<file path="src/rtl/fpu_pkg.sv">
// rtl/fpu_pkg.sv - shared op encodings, rounding-mode constants and issue-entry type
package fpu_pkg;

  typedef enum logic [1:0] {
    OP_FMADD  = 2'b00,
    OP_FMSUB  = 2'b01,
    OP_FNMSUB = 2'b10,
    OP_FNMADD = 2'b11
  } fpu_op_e;

  localparam logic [2:0] RM_RNE = 3'b000;
  localparam logic [2:0] RM_RTZ = 3'b001;
  localparam logic [2:0] RM_RDN = 3'b010;
  localparam logic [2:0] RM_RUP = 3'b011;
  localparam logic [2:0] RM_RMM = 3'b100;
  localparam logic [2:0] RM_DYN = 3'b111;

  typedef struct packed {
    logic [31:0] a;
    logic [31:0] b;
    logic [31:0] c;
    logic [2:0]  rm;
  } issue_entry_t;

endpackage

</file>
<file path="src/rtl/fpu_rm_resolve.sv">
// rtl/fpu_rm_resolve.sv - combinational static/dynamic rounding-mode resolution
module fpu_rm_resolve
  import fpu_pkg::*;
(
  input  logic [2:0] in_rm,
  input  logic [2:0] frm,
  output logic [2:0] rm_eff,
  output logic       illegal
);

  always_comb begin
    rm_eff  = RM_RNE;
    illegal = 1'b1;
    if (in_rm <= RM_RMM) begin
      rm_eff  = in_rm;
      illegal = 1'b0;
    end else if ((in_rm == RM_DYN) && (frm <= RM_RMM)) begin
      rm_eff  = frm;
      illegal = 1'b0;
    end
  end

endmodule

</file>
<file path="src/rtl/fpu_fused_issue.sv">
// rtl/fpu_fused_issue.sv - fused multiply-add issue stage: sign folding, rm resolve, 2-entry FIFO
module fpu_fused_issue
  import fpu_pkg::*;
#(
  parameter int DEPTH = 2,
  parameter int CNTW  = 16
) (
  input  logic            clk,
  input  logic            rst,
  input  logic            in_valid,
  output logic            in_ready,
  input  logic [1:0]      in_op,
  input  logic [31:0]     in_a,
  input  logic [31:0]     in_b,
  input  logic [31:0]     in_c,
  input  logic [2:0]      in_rm,
  input  logic [2:0]      frm,
  input  logic            flush,
  output logic            out_valid,
  input  logic            out_ready,
  output logic [31:0]     out_a,
  output logic [31:0]     out_b,
  output logic [31:0]     out_c,
  output logic [2:0]      out_rm,
  output logic            illegal,
  output logic [CNTW-1:0] issue_cnt
);

  logic            ready_q;
  logic [1:0]      occ_q, occ_d;
  logic            wptr_q, wptr_d;
  logic            rptr_q, rptr_d;
  logic [CNTW-1:0] cnt_q, cnt_d;
  logic            illegal_q;
  issue_entry_t    mem_q [DEPTH];

  logic            rm_illegal;
  logic [2:0]      rm_eff;
  logic            neg_prod, neg_add;
  logic            accept, push, pop;
  issue_entry_t    new_entry, head;
  fpu_op_e         op;

  fpu_rm_resolve u_rm (
    .in_rm   (in_rm),
    .frm     (frm),
    .rm_eff  (rm_eff),
    .illegal (rm_illegal)
  );

  // Downstream always does a*b+c, so negating a flips the product and negating c flips the addend.
  assign op       = fpu_op_e'(in_op);
  assign neg_prod = (op == OP_FNMSUB) || (op == OP_FNMADD);
  assign neg_add  = (op == OP_FMSUB)  || (op == OP_FNMADD);

  assign new_entry.a  = {in_a[31] ^ neg_prod, in_a[30:0]};
  assign new_entry.b  = in_b;
  assign new_entry.c  = {in_c[31] ^ neg_add, in_c[30:0]};
  assign new_entry.rm = rm_eff;

  assign in_ready  = ready_q && (occ_q < 2'(DEPTH));
  assign out_valid = (occ_q != 2'd0);
  assign accept    = in_valid && in_ready;
  assign push      = accept && !rm_illegal && !flush;
  assign pop       = out_valid && out_ready && !flush;

  assign head      = mem_q[rptr_q];
  assign out_a     = head.a;
  assign out_b     = head.b;
  assign out_c     = head.c;
  assign out_rm    = head.rm;
  assign illegal   = illegal_q;
  assign issue_cnt = cnt_q;

  always_comb begin
    occ_d  = occ_q;
    wptr_d = wptr_q;
    rptr_d = rptr_q;
    cnt_d  = cnt_q;
    if (flush) begin
      occ_d  = 2'd0;
      wptr_d = 1'b0;
      rptr_d = 1'b0;
    end else begin
      if (push) wptr_d = ~wptr_q;
      if (pop) begin
        rptr_d = ~rptr_q;
        cnt_d  = cnt_q + CNTW'(1);
      end
      occ_d = occ_q + {1'b0, push} - {1'b0, pop};
    end
  end

  always_ff @(posedge clk or posedge rst) begin
    if (rst) begin
      ready_q   <= 1'b0;
      occ_q     <= 2'd0;
      wptr_q    <= 1'b0;
      rptr_q    <= 1'b0;
      cnt_q     <= '0;
      illegal_q <= 1'b0;
      for (int i = 0; i < DEPTH; i++) mem_q[i] <= '0;
    end else begin
      ready_q   <= 1'b1;
      occ_q     <= occ_d;
      wptr_q    <= wptr_d;
      rptr_q    <= rptr_d;
      cnt_q     <= cnt_d;
      illegal_q <= accept && rm_illegal;
      if (push) mem_q[wptr_q] <= new_entry;
    end
  end

endmodule

</file>
<file path="config.mk">
export PLATFORM = sky130hd
export DESIGN_NAME = fpu_fused_issue
export DESIGN_NICKNAME = d
export VERILOG_FILES = /design/src/rtl/fpu_pkg.sv /design/src/rtl/fpu_rm_resolve.sv /design/src/rtl/fpu_fused_issue.sv
export SDC_FILE = /design/constraint.sdc
export NUM_CORES = 1
export LEC_CHECK = 0
export BUFFER_PORTS_ARGS = -buffer_cell sky130_fd_sc_hd__buf_2
export CAP_MARGIN = 20
export CORE_UTILIZATION = 58
export CTS_CLUSTER_DIAMETER = 30
export CTS_CLUSTER_SIZE = 10
export DETAILED_ROUTE_END_ITERATION = 7
export GPL_TIMING_DRIVEN = 0
export PLACE_DENSITY = 0.95
export SLEW_MARGIN = 30
export SYNTH_ARGS = -nofsm -noshare
export SYNTH_HDL_FRONTEND = slang
export SYNTH_SLANG_ARGS = --single-unit
</file>
<file path="constraint.sdc">
create_clock -name clk -period 12.8 [get_ports clk]
set_input_delay 1.28 -clock clk [delete_from_list [all_inputs] [get_ports clk]]
set_output_delay 1.28 -clock clk [all_outputs]
set_load 0.05 [all_outputs]
</file>
==> results.json <==
{
  "status": "completed",
  "min_period_over_period_pct": 30.7,
  "die_area_mm2": 0.0171,
  "final_layout_size_suffix_gt1_share_pct": 66.8,
  "ios": 227,
  "power.share.sequential_pct": 32.4,
  "vias": 6308,
  "dieWidth_um": 131,
  "synth_top_area_share_pct": 57.1,
  "post_synth_num_cell_types": 34,
  "finalNetCount": 1015,
  "skew_ps": 17.7,
  "synth_fp_nets": 744,
  "numPortBuffers": 225,
  "die_h_um": 131,
  "setup_viol": 0,
  "synth_area_leaders": "dfrtp_1 (57%), mux2_2 (33%), mux2_4 (3.0%), xnor2_1 (0.91%), xor2_1 (0.91%)",
  "cts_made_buffers": 42,
  "clkLatencyLatePin_ps": 510,
  "r2r_cells": 6,
  "wl_um": 23400,
  "drt-wirelength-per-cell_um": 20.3,
  "yosysWarnings": 0,
  "cp-endpoint": "out_a[1]",
  "crit_required_ps": 11520,
  "netlist_area_mm2": 0.00964,
  "ctsHoldBuffers": 0,
  "syn_inst": 632,
  "p_leak_nw": 6.20,
  "core-area_mm2": 0.0161,
  "clkSinkCount": 220,
  "final_core_util_pct": 78.3,
  "relSlewSlack_pct": 39.5,
  "power_frac_comb_pct": 29.6,
  "postCtsSetupRepairBufs": 0,
  "rsz0062_at_grt": "false",
  "first_iter_violations": 197,
  "avgSynthCellArea_um2": 15.3,
  "crit_start": "rptr_q",
  "busiest_layer": "met2",
  "grt_pass1_wl_um": 36500,
  "vias_per_cell": 5.48,
  "grt-ovfl-total": 0,
  "fmaxAchievable_mhz": 254,
  "internal-power_w": 0.00194,
  "h-tree-depth": 2,
  "antenna_found_initial": 0,
  "stdcell_area_mm2": 0.0126,
  "route.detailed.drc": 0,
  "gr-usage-met1_pct": 32.0,
  "root_buffer": "clkbuf_16",
  "drv_cap": 0,
  "drv_slew": 0,
  "firstDrtPassIters": 4,
  "grt_pass1_vias": 7008,
  "fin_crit_ps": 3930,
  "area_delta_synth_final_pct": 30.3,
  "grt_util_met2_pct": 49.2,
  "tns_ps": 0,
  "initial_core_util_pct": 60.1,
  "synth_seq_area_share_pct": 57.1,
  "core.rowCount": 46,
  "grt_util_met3_pct": 7.86,
  "p_sw_w": 0.00101,
  "clock_power_share_pct": 38.1,
  "r2r_start": "occ_q[1]",
  "holdCritPathClass": "flop to flop",
  "cts_buffer_depth": 3,
  "grt_max_degree": 81,
  "antenna_cells": 0,
  "clkSlewWorstSetupHoldPaths_ps": 40,
  "place_congestion": 0.739,
  "drtAntennaViolNets": 0,
  "grt_usage_pct": 27.9,
  "cts_resized": 0,
  "cp-start-kind": "flop",
  "reg2reg_to": "mem_q[23]",
  "finalHoldViolations": 0,
  "post-synth-top-area-cell": "dfrtp_1",
  "r2r_slack_ps": 10160,
  "arrival_ps": 2650,
  "dp_hpwl_um": 14700,
  "finalPower_w": 0.00294,
  "switching_share_pct": 34.2,
  "crit_type": "flop to output port",
  "worstPathMaxFanout": 10,
  "endpoint_kind": "output port",
  "vdd_ir_drop_max_v": 0.000183,
  "cts_tree": "done",
  "powerDensity_mw_per_mm2": 234,
  "worstMarginPinSlew_ps": 903,
  "ys_ff_latch": 220,
  "place_area_mm2": 0.0111
}
==> cell type report <==
class / instances / area [µm²]
Clock buffer: 53 / 1180
Inverter: 2 / 15.0
Multi-Input combinational cell: 376 / 3960
Buffer: 34 / 175
Sequential cell: 220 / 5510
Tap cell: 216 / 270
Clock inverter: 23 / 278
Timing Repair Buffer: 227 / 1180
Fill cell: 895 / 3490
==> cells in the final DEF (no fill, tap or decap), types with 3 or more instances in the layout <==
| cell type | netlist | final |
|---|---|---|
| mux2_2 | 279 | 279 |
| buf_2 | 17 | 242 |
| dfrtp_1 | 220 | 220 |
| clkbuf_16 | 0 | 43 |
| mux2_4 | 19 | 19 |
| clkbuf_1 | 12 | 15 |
| clkinv_2 | 0 | 13 |
| xor2_1 | 10 | 10 |
| xnor2_1 | 10 | 10 |
| nor2_1 | 8 | 8 |
| clkbuf_8 | 0 | 7 |
| nand2_1 | 6 | 6 |
| nand3_1 | 6 | 6 |
| bufinv_16 | 0 | 6 |
| o21ai_0 | 4 | 4 |
| and3_1 | 4 | 4 |
| and4_1 | 4 | 4 |
| nand4_1 | 4 | 4 |
| buf_6 | 3 | 3 |
| ha_1 | 3 | 3 |
==> how the worst min path moves through the flow <==
stage / start / cells after the start / end
6_report: mem_q[117] / 1 / mem_q[117]
5_1_grt: mem_q[18] / 1 / mem_q[18]
4_1_cts: mem_q[84] / 1 / mem_q[84]
3_5_place_dp: issue_cnt[15] / 1 / issue_cnt[15]
3_3_place_gp: issue_cnt[15] / 1 / issue_cnt[15]
2_1_floorplan: mem_q[19] / 1 / mem_q[19]
==> critical path, cell delays in order, from the launching register on <==
cell,delay [ps]
dfrtp_1,320
clkbuf_1,610
clkbuf_1,600
mux2_2,410
buf_2,220
==> sequential cells by signal (all words and copies together), names as in the netlist <==
| name | cells |
|---|---|
| issue_cnt | 16 |
| rptr_q | 1 |
| occ_q | 2 |
| wptr_q | 1 |
| illegal | 1 |
| ready_q | 1 |
| mem_q | 198 |
==> routing by layer <==
layer	share of wire, %	wire length, µm
met3	7.1	1660
met4	2.6	607
met5	0	0
met1	38	8950
met2	52	12100
==> cells in the mapped netlist (all sizes together) <==
| cell | instances |
|---|---|
| and3 | 4 |
| nand2 | 6 |
| nor2 | 8 |
| nand3 | 6 |
| nor4 | 1 |
| nand2b | 1 |
| and2 | 3 |
| and4 | 4 |
| conb | 1 |
| inv | 2 |
| or2 | 1 |
| or4 | 1 |
| o21a | 1 |
| a31oi | 1 |
| mux2 | 298 |
| xnor2 | 10 |
| ha | 3 |
| nor2b | 2 |
| or3 | 2 |
| nand4 | 4 |
| dfrtp | 220 |
| buf | 22 |
| clkbuf | 12 |
| nor3 | 3 |
| xor2 | 10 |
| o21ai | 6 |
==> cells by family after synthesis <==
logic type | count (synthesis) | synth area share [%]
mux | 298 | 35.5
flops | 220 | 57.1
simple gates | 46 | 2.67
buf+inv | 36 | 1.89
xor+xnor | 20 | 1.82
compound gates | 8 | 0.558
fa+ha+maj | 3 | 0.389
other cells | 1 | 0.0389
==> through the flow <==
stage,setup WS (ps),std cells,hold slack (ps)
CTS,8860,1151,501
detailed placement,9090,1075,485
global placement,3290,1073,454
finish,8870,1151,498
global route,8820,1151,511
floorplan,5500,632,475
==> power groups by stage <==
stage               clock network [W]  registers, W  logic [W]
finish                        0.00112      0.000953   0.000870
global route                  0.00117      0.000972   0.000910
CTS                           0.00113      0.000952   0.000874
detailed placement                  0      0.000954   0.000858
global placement                    0      0.000940   0.000838
floorplan                           0      0.000940   0.000683
No activity file was read; power rests on OpenSTA's default activity.
